### config.mk
export PLATFORM = sky130hd
export DESIGN_NAME = sprite_rom_arbiter
export DESIGN_NICKNAME = d
export VERILOG_FILES = /design/src/rtl/sprite_rom_arbiter.sv
export SDC_FILE = /design/constraint.sdc
export NUM_CORES = 1
export LEC_CHECK = 0
export ABC_AREA = 0
export CORE_MARGIN = 8
export CORE_UTILIZATION = 38
export CTS_CLUSTER_DIAMETER = 60
export DETAILED_ROUTE_END_ITERATION = 10
export GPL_TIMING_DRIVEN = 1
export PLACE_DENSITY = 0.8
export RECOVER_POWER = 25
export SLEW_MARGIN = 15
export SYNTH_ARGS = -nofsm -noshare
export SYNTH_HDL_FRONTEND = slang
export SYNTH_SLANG_ARGS = --single-unit
### constraint.sdc
create_clock -name vga_clk -period 3.25 [get_ports vga_clk]
set_input_delay 0.65 -clock vga_clk [delete_from_list [all_inputs] [get_ports vga_clk]]
set_output_delay 0.65 -clock vga_clk [all_outputs]
set_load 0.02 [all_outputs]
### src/rtl/sprite_rom_arbiter.sv
// Round-robin arbiter sharing one falling-edge sprite ROM between pixel requesters.
// Requester 0 can optionally be given fixed top priority.
module sprite_rom_arbiter #(
  parameter int NUM_REQ = 4,
  parameter int ADDR_W  = 10,
  parameter int DATA_W  = 8,
  parameter int PRIO0   = 1
) (
  input  logic                      vga_clk,
  input  logic                      Reset,
  input  logic [NUM_REQ-1:0]        req,
  input  logic [NUM_REQ*ADDR_W-1:0] req_addr,
  output logic [NUM_REQ-1:0]        gnt,
  output logic [ADDR_W-1:0]         rom_address,
  input  logic [DATA_W-1:0]         rom_q,
  output logic [DATA_W-1:0]         rd_data,
  output logic [NUM_REQ-1:0]        rd_valid,
  output logic                      busy
);

  localparam int PTR_W  = $clog2(NUM_REQ);
  localparam bit USE_P0 = (PRIO0 != 0);

  logic [PTR_W-1:0]   ptr_q, ptr_d;
  logic [NUM_REQ-1:0] gnt_q, gnt_d;
  logic [NUM_REQ-1:0] rd_valid_q, rd_valid_d;
  logic [ADDR_W-1:0]  rom_address_q, rom_address_d;
  logic [DATA_W-1:0]  rd_data_q, rd_data_d;

  logic             win_found;
  logic [PTR_W-1:0] win_idx;
  logic [PTR_W:0]   scan_sum;
  logic [PTR_W-1:0] scan_idx;
  logic [PTR_W:0]   nxt_sum;

  // Winner: priority requester 0 first, else wrap-around scan starting at ptr.
  // With priority enabled, index 0 never takes part in the round-robin scan.
  always_comb begin
    win_found = 1'b0;
    win_idx   = '0;
    scan_sum  = '0;
    scan_idx  = '0;
    if (USE_P0 && req[0]) begin
      win_found = 1'b1;
    end else begin
      for (int off = 0; off < NUM_REQ; off++) begin
        scan_sum = {1'b0, ptr_q} + (PTR_W+1)'(off);
        if (scan_sum >= (PTR_W+1)'(NUM_REQ))
          scan_sum = scan_sum - (PTR_W+1)'(NUM_REQ);
        scan_idx = scan_sum[PTR_W-1:0];
        if (!win_found && req[scan_idx] && !(USE_P0 && scan_idx == '0)) begin
          win_found = 1'b1;
          win_idx   = scan_idx;
        end
      end
    end
  end

  // Pointer only advances on round-robin grants; in priority mode it skips 0.
  always_comb begin
    ptr_d   = ptr_q;
    nxt_sum = {1'b0, win_idx} + (PTR_W+1)'(1);
    if (nxt_sum >= (PTR_W+1)'(NUM_REQ))
      nxt_sum = '0;
    if (USE_P0 && nxt_sum == '0)
      nxt_sum = (PTR_W+1)'(1);
    if (win_found && !(USE_P0 && win_idx == '0))
      ptr_d = nxt_sum[PTR_W-1:0];
  end

  always_comb begin
    gnt_d         = '0;
    rom_address_d = rom_address_q;
    for (int i = 0; i < NUM_REQ; i++) begin
      if (win_found && win_idx == PTR_W'(i)) begin
        gnt_d[i]      = 1'b1;
        rom_address_d = req_addr[i*ADDR_W +: ADDR_W];
      end
    end
    rd_valid_d = gnt_q;
    rd_data_d  = (|gnt_q) ? rom_q : rd_data_q;
  end

  always_ff @(posedge vga_clk or posedge Reset) begin
    if (Reset) begin
      ptr_q         <= '0;
      gnt_q         <= '0;
      rom_address_q <= '0;
      rd_valid_q    <= '0;
      rd_data_q     <= '0;
    end else begin
      ptr_q         <= ptr_d;
      gnt_q         <= gnt_d;
      rom_address_q <= rom_address_d;
      rd_valid_q    <= rd_valid_d;
      rd_data_q     <= rd_data_d;
    end
  end

  assign gnt         = gnt_q;
  assign rom_address = rom_address_q;
  assign rd_valid    = rd_valid_q;
  assign rd_data     = rd_data_q;
  assign busy        = (|gnt_q) | (|rd_valid_q);

endmodule
==> reports/results.env, run 1 <==
STATUS='finished clean'
RRSETUPSLACK_NS=0.18
SYNTH.YOSYS.WARNINGS=0
DETAILED_PLACEMENT_HPWL_UM=3704
POWER_REPORT.INTERNAL_TOTAL_mW=1.765
R2R_CELLS=11
TOTAL_WIRE_LENGTH_AFTER_DETAILED_ROUTING_UM=4554
CTS_SINKS=28
WORST_SETUP_PATH_END_KIND='flop'
CLOCK_TREE.HTREE_LEVEL_COUNT=1
HP-START='gnt[2]$_DFF_PP0_'
SYNTH-ASYNC-RESET-RATIO_PCT=100.0
LAYOUT.CORE_UTILIZATION_PCT=62.52
YOSYS_REGISTER_BITS=28
FINISH.CELL_COUNT_WITHOUT_FILLERS=299
GRT_OVERFLOW=0
TRITONCTS='done'
INITIAL_CORE_UTIL_PCT=38.95
CLOCK_PATH_BUFFERS=2
LARGEST_STAGE_DELAY_ON_THE_CRITICAL_PATH_NS=0.42
SEQPWRFRAC_PCT=21.9
CRITICAL_PATH.STARTPOINT_TYPE='input port'
TIMING.FINAL.HOLD_VIOLATIONS=0
LAST_WEIGHTED_CONGESTION_VALUE_OF_THE_ROUTABILITY_DRIVEN_PLACER=0.8330
CP_SLOWEST_CELL='sky130_fd_sc_hd__clkdlybuf4s50_1'
FIN_SKEW_NS=0.002722
TIMING.FINAL.SETUP_VIOLATIONS=0
NUMCTSBUFFERS=3
TIMING.SETUP.TNS_NS=0
SYN_NETS=211
SYNTH.TOP_CELLS.BY_COUNT='28 x sky130_fd_sc_hd__dfrtp_1, 22 x sky130_fd_sc_hd__mux2_2, 16 x sky130_fd_sc_hd__mux2i_1'
AREA_GROWTH_SYN_TO_LAYOUT_PCT=60.51
TIMING.FMAX_GHz=0.3194
WORSTPATHARRIVAL_NS=3.30
CLOCK_POWER_SHARE_PCT=9.6
CLKTRANSATPATHREGS_NS=0.09
HOLDPATHSTAGES=0
DIE_W_UM=85.12
WORST-PATH-MAX-FANOUT=5
ROOT_BUFFER='sky130_fd_sc_hd__clkbuf_8'
POST_SYNTH.CELL_AREA_AVG_UM2=12.18
SYNTHESIS.AREA_UM2=1815
PEAKVDDDROP_mV=0.4808
STARTPOINT_OF_THE_MOST_CRITICAL_REGISTER_TO_REGISTER_PATH='ptr_q[0]$_DFFE_PP0P_'
STD_CELL_ROWS=25
SYNTH_TOP_AREA_CELL='sky130_fd_sc_hd__dfrtp_1'
CRITPATHREQUIREDTIME_NS=3.42
POSTLAYOUTSETUPSLACKWORST_NS=0.1187
COMBINATIONAL_FRACTION_OF_DESIGN_POWER_PCT=68.4
MAXIMUM_NUMBER_OF_PINS_ON_ONE_NET_BEFORE_GLOBAL_ROUTE_REPAIR=29
SWITCHINGPOWER_mW=1.060
TOTAL_OF_BUFFERS_PLACED_ON_INPUT_AND_OUTPUT_PORTS=80
PLACED_CELLS_INCL_TAPS=295
NUM_VIAS=1486
ROUTED_VIA_DENSITY=4.970
FINAL_LAYOUT_SIZE_SUFFIX_GT1_SHARE_PCT=29.80
DRT_PASS1_ITERATIONS=4
WORST-SLEW-PIN-TRANSITION_NS=0.9491
DIEAREA_UM2=7245
CTSHOLDBUFFERS=0
WHS_NS=0.4274
DIODE_INSERTION_COUNT_FOR_ANTENNA_REPAIR=0
WORSTREG2REGEND='rom_address[8]$_DFFE_PP0P_'
HP-CLASS='flop to flop'
YS.FLOP_TYPE='sky130_fd_sc_hd__dfrtp_1'
IO_PINS=81
SYNTH.DISTINCT_CELLS=37
POWER.SHARE.SWITCHING_PCT=37.52
ANT_NETS=0
FINAL_PERIOD_DEMAND_OF_THE_WORST_PATH_NS=3.131
NUMBER_OF_GLOBAL_ROUTE_VIAS_BEFORE_REPAIR=1605
ANTENNA_FOUND_INITIAL=0
WORSTSETUPPATHTYPE='input port to flop'
DR.FIRST_ITER.DRC_COUNT=60
MIN_TO='rd_valid[2]$_DFF_PP0_'
CRIT_PATH_FREQUENT_CELL='sky130_fd_sc_hd__mux2_4'
FINAL-MAX-SLEW-VIOLATION-COUNT=0
FILL_CELLS=391
NETLIST_INSTANCES=149
GROUTE.USAGE.OVERALL_PCT=12.96
POWER_LEAKAGE_nW=1.237
SYNTH-EDFF-COUNT=0
NETLIST_TOP_CELLS_AREA='sky130_fd_sc_hd__dfrtp_1 39%, sky130_fd_sc_hd__mux2_2 14%, sky130_fd_sc_hd__mux2i_1 8.8%'
YOSYSSEQAREASHARE_PCT=38.59
NETS=308
DETAIL_ROUTE.DRC_VIOLATIONS=0
FLOORPLAN.CORE_AREA_UM2=4661
PLACE_WORST_SETUP_SLACK_NS=-0.3192
WIRE_PER_INST_UM=15.23
PATH_CELLS='clkdlybuf4s50_1, mux2_4, and3_1, o311a_1, a311oi_2, ha_2, buf_6, mux2i_1, o21ai_0, mux2_2, mux2_4'
POSTCTSSETUPREPAIRBUFS=0
MAXCAPVIOLCOUNT=0
TCRIT_TCLK_FINAL_PCT=96.35
DIE-HEIGHT_UM=85.12
SYNTH_TOP_AREA_SHARE_PCT=38.59
PWR_DENSITY_CELL_nW_PER_UM2=969.7
POST-SYNTH-TOP-COUNT-CELL='sky130_fd_sc_hd__dfrtp_1'
CLOCK_LATENCY_NS=0.27
FIRST_PASS_GRT_WIRE_LENGTH_UM=7734
TIMING.MAX_SLEW.REL_SLACK_PCT=36.33
-- area by class of cell --
cell class | instances | area [um2] | area share (%)
Sequential cell | 28 | 701.9 | 24.09
Clock buffer | 3 | 41.29 | 1.417
Tap cell | 54 | 67.56 | 2.319
Clock inverter | 1 | 30.03 | 1.030
Multi-Input combinational cell | 110 | 1087 | 37.31
Timing Repair Buffer | 99 | 970.9 | 33.32
Inverter | 4 | 15.01 | 0.5152
-- cells in the final DEF, fill, tap and decap left out, types with 2 or more instances in the layout --
cell / instances
sky130_fd_sc_hd__a2bb2oi_4: 2
sky130_fd_sc_hd__and2_2: 5
sky130_fd_sc_hd__buf_4: 16
sky130_fd_sc_hd__buf_6: 2
sky130_fd_sc_hd__clkbuf_8: 3
sky130_fd_sc_hd__clkdlybuf4s50_1: 76
sky130_fd_sc_hd__dfrtp_1: 27
sky130_fd_sc_hd__dlymetal6s2s_1: 3
sky130_fd_sc_hd__ha_1: 6
sky130_fd_sc_hd__ha_2: 2
sky130_fd_sc_hd__inv_1: 3
sky130_fd_sc_hd__mux2_2: 22
sky130_fd_sc_hd__mux2_4: 8
sky130_fd_sc_hd__mux2i_1: 15
sky130_fd_sc_hd__nand2_1: 11
sky130_fd_sc_hd__nor2_1: 2
sky130_fd_sc_hd__nor2b_1: 2
sky130_fd_sc_hd__o21ai_0: 11
sky130_fd_sc_hd__o311a_1: 2
-- worst max path at each step --
stage | from | end | slack [ns] | cells after the start
finish | req[2] | rom_address[8]$_DFFE_PP0P_ | 0.12 | 11
global route | ptr_q[1]$_DFFE_PP0P_ | rom_address[5]$_DFFE_PP0P_ | -0.03 | 12
CTS | req[3] | rom_address[8]$_DFFE_PP0P_ | 0.02 | 11
floorplan | ptr_q[0]$_DFFE_PP0P_ | rom_address[5]$_DFFE_PP0P_ | 0.02 | 13
global placement | req[3] | rom_address[8]$_DFFE_PP0P_ | -0.25 | 11
detailed placement | req[3] | rom_address[8]$_DFFE_PP0P_ | -0.32 | 11
-- state kept, by name (all words and copies together) (netlist names) --
signal,cells
rom_address,10
rd_data,8
gnt,4
rd_valid,4
ptr_q,2
-- stage by stage --
stage	power (mW)	instance area (um2)
finish	2.826	2914
global placement	2.495	2795
CTS	2.828	2880
global route	3.035	2914
floorplan	1.828	1815
detailed placement	2.529	2795
-- critical path: cells and delay by family --
family / cells / cell delay [ns]
AO/OA/AOI/OAI: 3 / 0.66
adder cells (fa/ha/maj): 1 / 0.26
buffers and inverters: 2 / 0.55
multiplexers: 4 / 0.97
AND/OR/NAND/NOR: 1 / 0.20
-- power groups by stage --
stage / sequential, mW / clock (mW) / combinational [mW]
after floorplan: 0.812 / 0 / 1.02
after global placement: 0.618 / 0 / 1.88
after detailed placement: 0.622 / 0 / 1.91
after CTS: 0.619 / 0.278 / 1.93
after global routing: 0.644 / 0.303 / 2.09
final: 0.619 / 0.272 / 1.93
-- kinds of logic after synthesis --
family	Yosys count	synth area share [%]
fa+ha+maj	8	5.514
mux	47	29.84
flops	28	38.59
simple gates	32	11.23
compound gates	23	11.58
buf+inv	11	3.239
-- metal layers --
layer / vias up / share of wire [%] / wire length, um / track usage [%]
met5: - / 0 / 0 / 0
met4: 0 / 0.42 / 19 / 1.942
met3: 2 / 9.6 / 437 / 6.467
met2: 52 / 49 / 2250 / 21.80
met1: 700 / 41 / 1846 / 14.57
li1: 732 / - / - / -
-- what timing repair did --
action / in CTS / in global routing
gates resized for setup: 2 / 10
pin swaps: 0 / 2
gates cloned: 0 / 0
setup endpoints to repair: 8 / 10
Note: power is estimated with default switching activity, not from simulation.
==> inputs of run 2 (changes only) <==
--- a/config.mk
+++ b/config.mk
@@ -7,4 +7,5 @@
 export LEC_CHECK = 0
 export ABC_AREA = 0
+export CORE_ASPECT_RATIO = 1.75
 export CORE_MARGIN = 8
 export CORE_UTILIZATION = 38
@@ -14,4 +15,5 @@
 export PLACE_DENSITY = 0.8
 export RECOVER_POWER = 25
+export SETUP_SLACK_MARGIN = 0.3
 export SLEW_MARGIN = 15
 export SYNTH_ARGS = -nofsm -noshare
==> constraint.sdc (replaced) <==
create_clock -name vga_clk -period 3.25 [get_ports vga_clk]
set_input_delay 0.65 -clock vga_clk [delete_from_list [all_inputs] [get_ports vga_clk]]
set_output_delay 0.65 -clock vga_clk [all_outputs]
set_load 0.01 [all_outputs]
==> run 2 against run 1 <==
Net effect: sequential power grew 1%; combinational power rose by 2%; global-route usage increased by 1.6 points; worst hold slack lost 0.020 ns; register-to-register slack improved by 0.05 ns; first-iteration DRC count decreased by 55%; non-clock buffer count grew 4; die area increased by 1.2%; fmax up 3.6%; critical endpoint is now rom_address[1]$_DFFE_PP0P_; sequential share of layout area down 0.45 points; clock skew barely moved; core utilization increased by 1.7 points.
==> reports/results.env, run 2 (same netlist as run 1, synthesis figures left out) <==
STATUS='finished clean'
FILL_CELLS=377  # -3.6%
IO_PINS=81  # unchanged
FINAL-MAX-SLEW-VIOLATION-COUNT=0  # unchanged
TRITONCTS='done'
MOST_COMMON_CELL_AFTER_LAYOUT_FILL_AND_TAPS_ASIDE='sky130_fd_sc_hd__clkdlybuf4s50_1'
FINAL_PERIOD_DEMAND_OF_THE_WORST_PATH_NS=3.023  # -0.1086 ns
TOTAL_OF_BUFFERS_PLACED_ON_INPUT_AND_OUTPUT_PORTS=80  # unchanged
LARGEST_STAGE_DELAY_ON_THE_CRITICAL_PATH_NS=0.46  # +0.04 ns
ROUTED_VIA_DENSITY=5.170  # +4.0%
GROUTE.USAGE.OVERALL_PCT=14.61  # +1.6 points
MAXIMUM_NUMBER_OF_PINS_ON_ONE_NET_BEFORE_GLOBAL_ROUTE_REPAIR=29  # unchanged
DIE_W_UM=68.25  # -20%
DIE-HEIGHT_UM=107.4  # +26%
CRITPATHREQUIREDTIME_NS=3.41  # about the same
NUMBER_OF_GLOBAL_ROUTE_VIAS_BEFORE_REPAIR=1756  # +9.4%
NETS=312  # +1.3%
CTS_SINKS=28  # unchanged
FINAL_LAYOUT_SIZE_SUFFIX_GT1_SHARE_PCT=33.06  # +3.3 points
WORST-PATH-MAX-FANOUT=7  # +2
NUM_VIAS=1551  # +4.4%
CTSHOLDBUFFERS=0  # unchanged
TIMING.SETUP.TNS_NS=0  # unchanged
FIRST_PASS_GRT_WIRE_LENGTH_UM=8266  # +6.9%
WHS_NS=0.4075  # -0.01989 ns
CLOCK_PATH_BUFFERS=2  # unchanged
WIRE_PER_INST_UM=17.22  # +13%
DR.FIRST_ITER.DRC_COUNT=27  # -55%
PEAKVDDDROP_mV=0.5447  # +13%
LARGEST_REGISTER_FFS=10  # unchanged
ANT_NETS=0  # unchanged
LAST_WEIGHTED_CONGESTION_VALUE_OF_THE_ROUTABILITY_DRIVEN_PLACER=0.8563  # +2.8%
CLKTRANSATPATHREGS_NS=0.09  # about the same
STD_CELL_ROWS=33  # +32%
CP_SLOWEST_CELL='sky130_fd_sc_hd__dfrtp_2'
DIODE_INSERTION_COUNT_FOR_ANTENNA_REPAIR=0  # unchanged
CRITICAL_PATH.STARTPOINT_TYPE='flop'
TIMING.FINAL.SETUP_VIOLATIONS=0  # unchanged
HP-CLASS='flop to flop'
MOST-COMMON-LAYOUT-CELLS='75 x sky130_fd_sc_hd__clkdlybuf4s50_1, 27 x sky130_fd_sc_hd__dfrtp_1, 21 x sky130_fd_sc_hd__mux2_2'
DIEAREA_UM2=7332  # +1.2%
TIMING.FMAX_GHz=0.3308  # +3.6%
WORSTSETUPPATHTYPE='flop to flop'
PWR_DENSITY_CELL_nW_PER_UM2=934.7  # -3.6%
INITIAL_CORE_UTIL_PCT=39.26  # +0.31 points
POWER_LEAKAGE_nW=1.223  # -1.2%
CLOCK_TREE.HTREE_LEVEL_COUNT=1  # unchanged
AREA_GROWTH_SYN_TO_LAYOUT_PCT=63.54
TOTAL_WIRE_LENGTH_AFTER_DETAILED_ROUTING_UM=5165  # +13%
GRT_OVERFLOW=0  # unchanged
PATH_CELLS='buf_6, mux2_4, and3_4, o311a_4, a311oi_4, ha_4, buf_12, mux2i_1, o21ai_1, mux2_4, mux2_4'
NUMCTSBUFFERS=3  # unchanged
CRIT_PATH_FREQUENT_CELL='sky130_fd_sc_hd__mux2_4'
WORST-SLEW-PIN-TRANSITION_NS=0.9774  # +0.02830 ns
MAXCAPVIOLCOUNT=0  # unchanged
FLOORPLAN.CORE_AREA_UM2=4624  # -0.78%
TIMING.FINAL.HOLD_VIOLATIONS=0  # unchanged
DRT_PASS1_ITERATIONS=4  # unchanged
WORST_SETUP_PATH_END_KIND='flop'
ANTENNA_FOUND_INITIAL=0  # unchanged
CLOCK_LATENCY_NS=0.27  # about the same
FIN_SKEW_NS=0.002851  # +0.0001289 ns
DETAILED_PLACEMENT_HPWL_UM=4299  # +16%
WORSTPATHARRIVAL_NS=3.18  # -0.12 ns
DETAIL_ROUTE.DRC_VIOLATIONS=0  # unchanged
ROOT_BUFFER='sky130_fd_sc_hd__clkbuf_8'
RSZ0062_AT_GRT='true'
TCRIT_TCLK_FINAL_PCT=93.01  # -3.3 points
TIMING.MAX_SLEW.REL_SLACK_PCT=34.44  # -1.9 points
## run 2: per-stage QoR
step	worst slack (ns)	std cells	util (%)	instance area, um2	power [mW]
2_1_floorplan	0.2880	149	-	1869	1.780
3_5_place_dp	-0.3089	294	61.39	2839	2.489
4_1_cts	0.09312	298	62.61	2895	2.711
5_1_grt	0.1274	300	64.20	2969	2.982
6_report	0.2273	300	64.20	2969	2.775
3_3_place_gp	-0.2759	294	61.39	2839	2.453
## run 2: cell type report
cell class | instances | area [um2] | area share (%)
Clock buffer | 3 | 41.29 | 1.391
Inverter | 4 | 20.02 | 0.6743
Multi-Input combinational cell | 110 | 1152 | 38.81
Sequential cell | 28 | 701.9 | 23.64
Tap cell | 52 | 65.06 | 2.191
Timing Repair Buffer | 103 | 988.4 | 33.29
## run 2: report_power, final
| part | switching [mW] | internal (mW) |
|---|---|---|
| clock network | 0.101 | 0.0831 |
| registers | 0.103 | 0.522 |
| logic | 0.792 | 1.17 |
## run 2: worst max-delay path: cells and delay by family (launching register included)
family,cells,cell delay [ns]
flops,1,0.46
buf+inv,2,0.29
fa+ha+maj,1,0.23
simple gates,1,0.17
mux,4,1.01
compound gates,3,0.73
## run 2: repair_timing
item	CTS	global route
endpoints found under the setup margin	12	11
buffers inserted	1	2
gates resized for setup	16	14
pin swaps	4	6
## run 2: final timing paths
check / cells past startpoint / to / slack [ns] / start
worst max register to register: 11 / rom_address[1]$_DFFE_PP0P_ / 0.23 / ptr_q[0]$_DFFE_PP0P_
max in group asynchronous: 2 / ptr_q[0]$_DFFE_PP0P_ / 1.83 / Reset
min in group asynchronous: 2 / gnt[2]$_DFF_PP0_ / 0.93 / Reset
worst max-delay path: 11 / rom_address[1]$_DFFE_PP0P_ / 0.23 / ptr_q[0]$_DFFE_PP0P_
worst min register to register: 0 / rd_valid[3]$_DFF_PP0_ / 0.41 / gnt[3]$_DFF_PP0_
worst min-delay path: 0 / rd_valid[3]$_DFF_PP0_ / 0.41 / gnt[3]$_DFF_PP0_
## run 2: per-layer routing
metal	share of wire (%)	GRT usage [%]
met1	32	13.78
met5	0	0
met2	57	28.25
met4	2.7	4.566
met3	8.8	3.962
==> inputs of run 3 (changes only) <==
Settings changed: CORE_UTILIZATION 38 to 57, DONT_BUFFER_PORTS set to 1, PLACE_DENSITY 0.8 to 0.78.
==> run 3 against run 2 <==
Net effect: flip-flop and latch count unchanged; setup slack got worse by 0.016 ns; sequential share of layout area increased by 8.1 points; critical path type unchanged; critical endpoint is now rom_address[5]$_DFFE_PP0P_; highest routed layer unchanged.
==> reports/results.env, run 3 (same netlist as run 1, synthesis figures left out) <==
POWER_LEAKAGE_nW=0.9248  # -24%
NETS=233  # -25%
DETAIL_ROUTE.DRC_VIOLATIONS=0  # unchanged
CRIT_PATH_FREQUENT_CELL='sky130_fd_sc_hd__buf_6'
ANTENNA_FOUND_INITIAL=0  # unchanged
ROOT_BUFFER='sky130_fd_sc_hd__clkbuf_8'
TIMING.FINAL.SETUP_VIOLATIONS=0  # unchanged
WORST-PATH-MAX-FANOUT=5  # -2
CRITPATHREQUIREDTIME_NS=3.41  # about the same
NUM_VIAS=1283  # -17%
CLKTRANSATPATHREGS_NS=0.09  # about the same
POST-LAYOUT-TOTAL-POWER_mW=2.536  # -8.6%
WORST-SLEW-PIN-TRANSITION_NS=1.022  # +0.04422 ns
DIE-HEIGHT_UM=90.66  # -16%
NUMCTSBUFFERS=3  # unchanged
CTS_SINKS=28  # unchanged
TOTAL_OF_BUFFERS_PLACED_ON_INPUT_AND_OUTPUT_PORTS=0  # -100%
TIMING.MAX_SLEW.REL_SLACK_PCT=31.82  # -2.6 points
TIMING.FINAL.HOLD_VIOLATIONS=0  # unchanged
MOST_COMMON_CELL_AFTER_LAYOUT_FILL_AND_TAPS_ASIDE='sky130_fd_sc_hd__dfrtp_1'
CLOCK_PATH_BUFFERS=2  # unchanged
PEAKVDDDROP_mV=0.7171  # +32%
DETAILED_PLACEMENT_HPWL_UM=3510  # -18%
CPLARGESTDELAYFAMILY='multiplexers'
LAST_WEIGHTED_CONGESTION_VALUE_OF_THE_ROUTABILITY_DRIVEN_PLACER=0.8921  # +4.2%
DIODE_INSERTION_COUNT_FOR_ANTENNA_REPAIR=0  # unchanged
TRITONCTS='done'
CLOCK_LATENCY_NS=0.27  # about the same
AREA_USED_BY_SEQUENTIAL_LOGIC_IN_THE_LAYOUT_UM2=703.2  # +0.18%
ROUTED_VIA_DENSITY=6.052  # +17%
MAXCAPVIOLCOUNT=0  # unchanged
PATH_CELLS='buf_6, mux2_4, a2bb2oi_4, buf_6, nand4_1, a221o_1, ha_4, buf_6, mux2i_1, o21ai_1, mux2_2, mux2_2'
IO_PINS=81  # unchanged
STD_CELL_ROWS=27  # -18%
WIRE_PER_INST_UM=22.65  # +32%
CTSHOLDBUFFERS=0  # unchanged
ANT_NETS=0  # unchanged
MAXIMUM_NUMBER_OF_PINS_ON_ONE_NET_BEFORE_GLOBAL_ROUTE_REPAIR=29  # unchanged
STATUS='finished clean'
FINAL_PERIOD_DEMAND_OF_THE_WORST_PATH_NS=3.038  # +0.01577 ns
DRT_PASS1_ITERATIONS=4  # unchanged
CRITICAL_PATH_BUF_INV_COUNT=3  # +1
WHS_NS=0.5002  # +0.09271 ns
PWR_DENSITY_CELL_nW_PER_UM2=1145  # +23%
FIRST_PASS_GRT_WIRE_LENGTH_UM=7265  # -12%
AREA_GROWTH_SYN_TO_LAYOUT_PCT=21.98
FIN_SKEW_NS=0.009370  # +0.006519 ns
WORSTSETUPPATHTYPE='flop to flop'
WORST_SETUP_PATH_END_KIND='flop'
FINAL-MAX-SLEW-VIOLATION-COUNT=0  # unchanged
TCRIT_TCLK_FINAL_PCT=93.49  # +0.49 points
CP_SLOWEST_CELL='sky130_fd_sc_hd__dfrtp_2'
LARGEST_REGISTER_FFS=10  # unchanged
DR.FIRST_ITER.DRC_COUNT=35  # +30%
DIE_W_UM=58.66  # -14%
GROUTE.USAGE.OVERALL_PCT=17.32  # +2.7 points
RSZ0062_AT_GRT='true'
FINAL_LAYOUT_SIZE_SUFFIX_GT1_SHARE_PCT=52.07  # +19 points
CRITICAL_PATH.STARTPOINT_TYPE='flop'
MOST-COMMON-LAYOUT-CELLS='26 x sky130_fd_sc_hd__dfrtp_1, 22 x sky130_fd_sc_hd__mux2_2, 17 x sky130_fd_sc_hd__buf_4'
DIEAREA_UM2=5318  # -27%
FILL_CELLS=235  # -38%
MULTI_INPUT_AREA_UM2=1190  # +3.3%
INITIAL_CORE_UTIL_PCT=58.41  # +19 points
NUMBER_OF_GLOBAL_ROUTE_VIAS_BEFORE_REPAIR=1435  # -18%
TOTAL_WIRE_LENGTH_AFTER_DETAILED_ROUTING_UM=4802  # -7.0%
LARGEST_STAGE_DELAY_ON_THE_CRITICAL_PATH_NS=0.49  # +0.03 ns
CLOCK_TREE.HTREE_LEVEL_COUNT=1  # unchanged
HP-CLASS='input port to asynchronous set/reset pin'
FLOORPLAN.CORE_AREA_UM2=3108  # -33%
GRT_OVERFLOW=0  # unchanged
TIMING.FMAX_GHz=0.3291  # -0.52%
WORSTPATHARRIVAL_NS=3.20  # +0.02 ns
## run 3: cell count changes in the layout (fill, tap and decap cells not counted), sizes merged
| cell | previous run | this run |
|---|---|---|
| dlygate4sd3 | 1 | 0 |
| clkinv | 1 | 0 |
| buf | 22 | 24 |
| inv | 3 | 4 |
| clkbuf | 4 | 3 |
| clkdlybuf4s50 | 75 | 0 |
| dlygate4sd2 | 4 | 0 |
## run 3: stage by stage
| step | utilization (%) | instance area, um2 | instances | TNS (ns) | setup WS (ns) |
|---|---|---|---|---|---|
| after global routing | 71.26 | 2215 | 212 | 0 | 0.1211 |
| after floorplan | - | 1869 | 149 | 0 | 0.2880 |
| after detailed placement | 62.16 | 1932 | 194 | -0.4857 | -0.08108 |
| after CTS | 68.12 | 2117 | 208 | 0 | 0.2796 |
| final | 71.26 | 2215 | 212 | 0 | 0.2115 |
| after global placement | 62.16 | 1932 | 194 | 0 | 0.03384 |
## run 3: report_power, final
part	internal (mW)	switching, mW
clock	0.0831	0.100
combinational	0.913	0.690
sequential	0.523	0.227
total	1.52	1.02
## run 3: area by class of cell
type                            instances  area share, %
Tap cell                               43          2.429
Timing Repair Buffer                   24          9.322
Clock buffer                            3          1.864
Multi-Input combinational cell        110          53.73
Sequential cell                        28          31.75
Inverter                                4         0.9040
## run 3: timing repair
item | 4_1_cts | 5_1_grt
pin swaps | 6 | 5
setup buffers | 11 | 4
setup endpoints to repair | 10 | 10
gates resized for setup | 27 | 13
## run 3: path summary, 6_finish.rpt
path	start	endpoint	slack, ns	cells after the start
setup / recovery	ptr_q[0]$_DFFE_PP0P_	rom_address[5]$_DFFE_PP0P_	0.21	12
min in group vga_clk	gnt[3]$_DFF_PP0_	rd_valid[3]$_DFF_PP0_	0.50	0
hold / removal	Reset	rom_address[1]$_DFFE_PP0P_	0.50	1
hold reg to reg	gnt[3]$_DFF_PP0_	rd_valid[3]$_DFF_PP0_	0.50	0
setup reg to reg	ptr_q[0]$_DFFE_PP0P_	rom_address[5]$_DFFE_PP0P_	0.21	12
max in group asynchronous	Reset	ptr_q[0]$_DFFE_PP0P_	2.07	1
## run 3: per-layer routing
layer  vias to the layer above  part of all wire, %  GRT usage (%)
li1                        588                    -              -
met1                       638                   33          16.00
met2                        51                   57          33.70
met3                         6                  7.5          4.422
met4                         0                  1.6          6.225
met5                         -                    0              0
## run 3: worst reg2reg max path, delay by kind of cell (launching register included)
family / cells / cell delay (ns)
simple gates: 1 / 0.13
fa+ha+maj: 1 / 0.20
mux: 4 / 1.01
buf+inv: 3 / 0.40
flops: 1 / 0.49
compound gates: 3 / 0.69
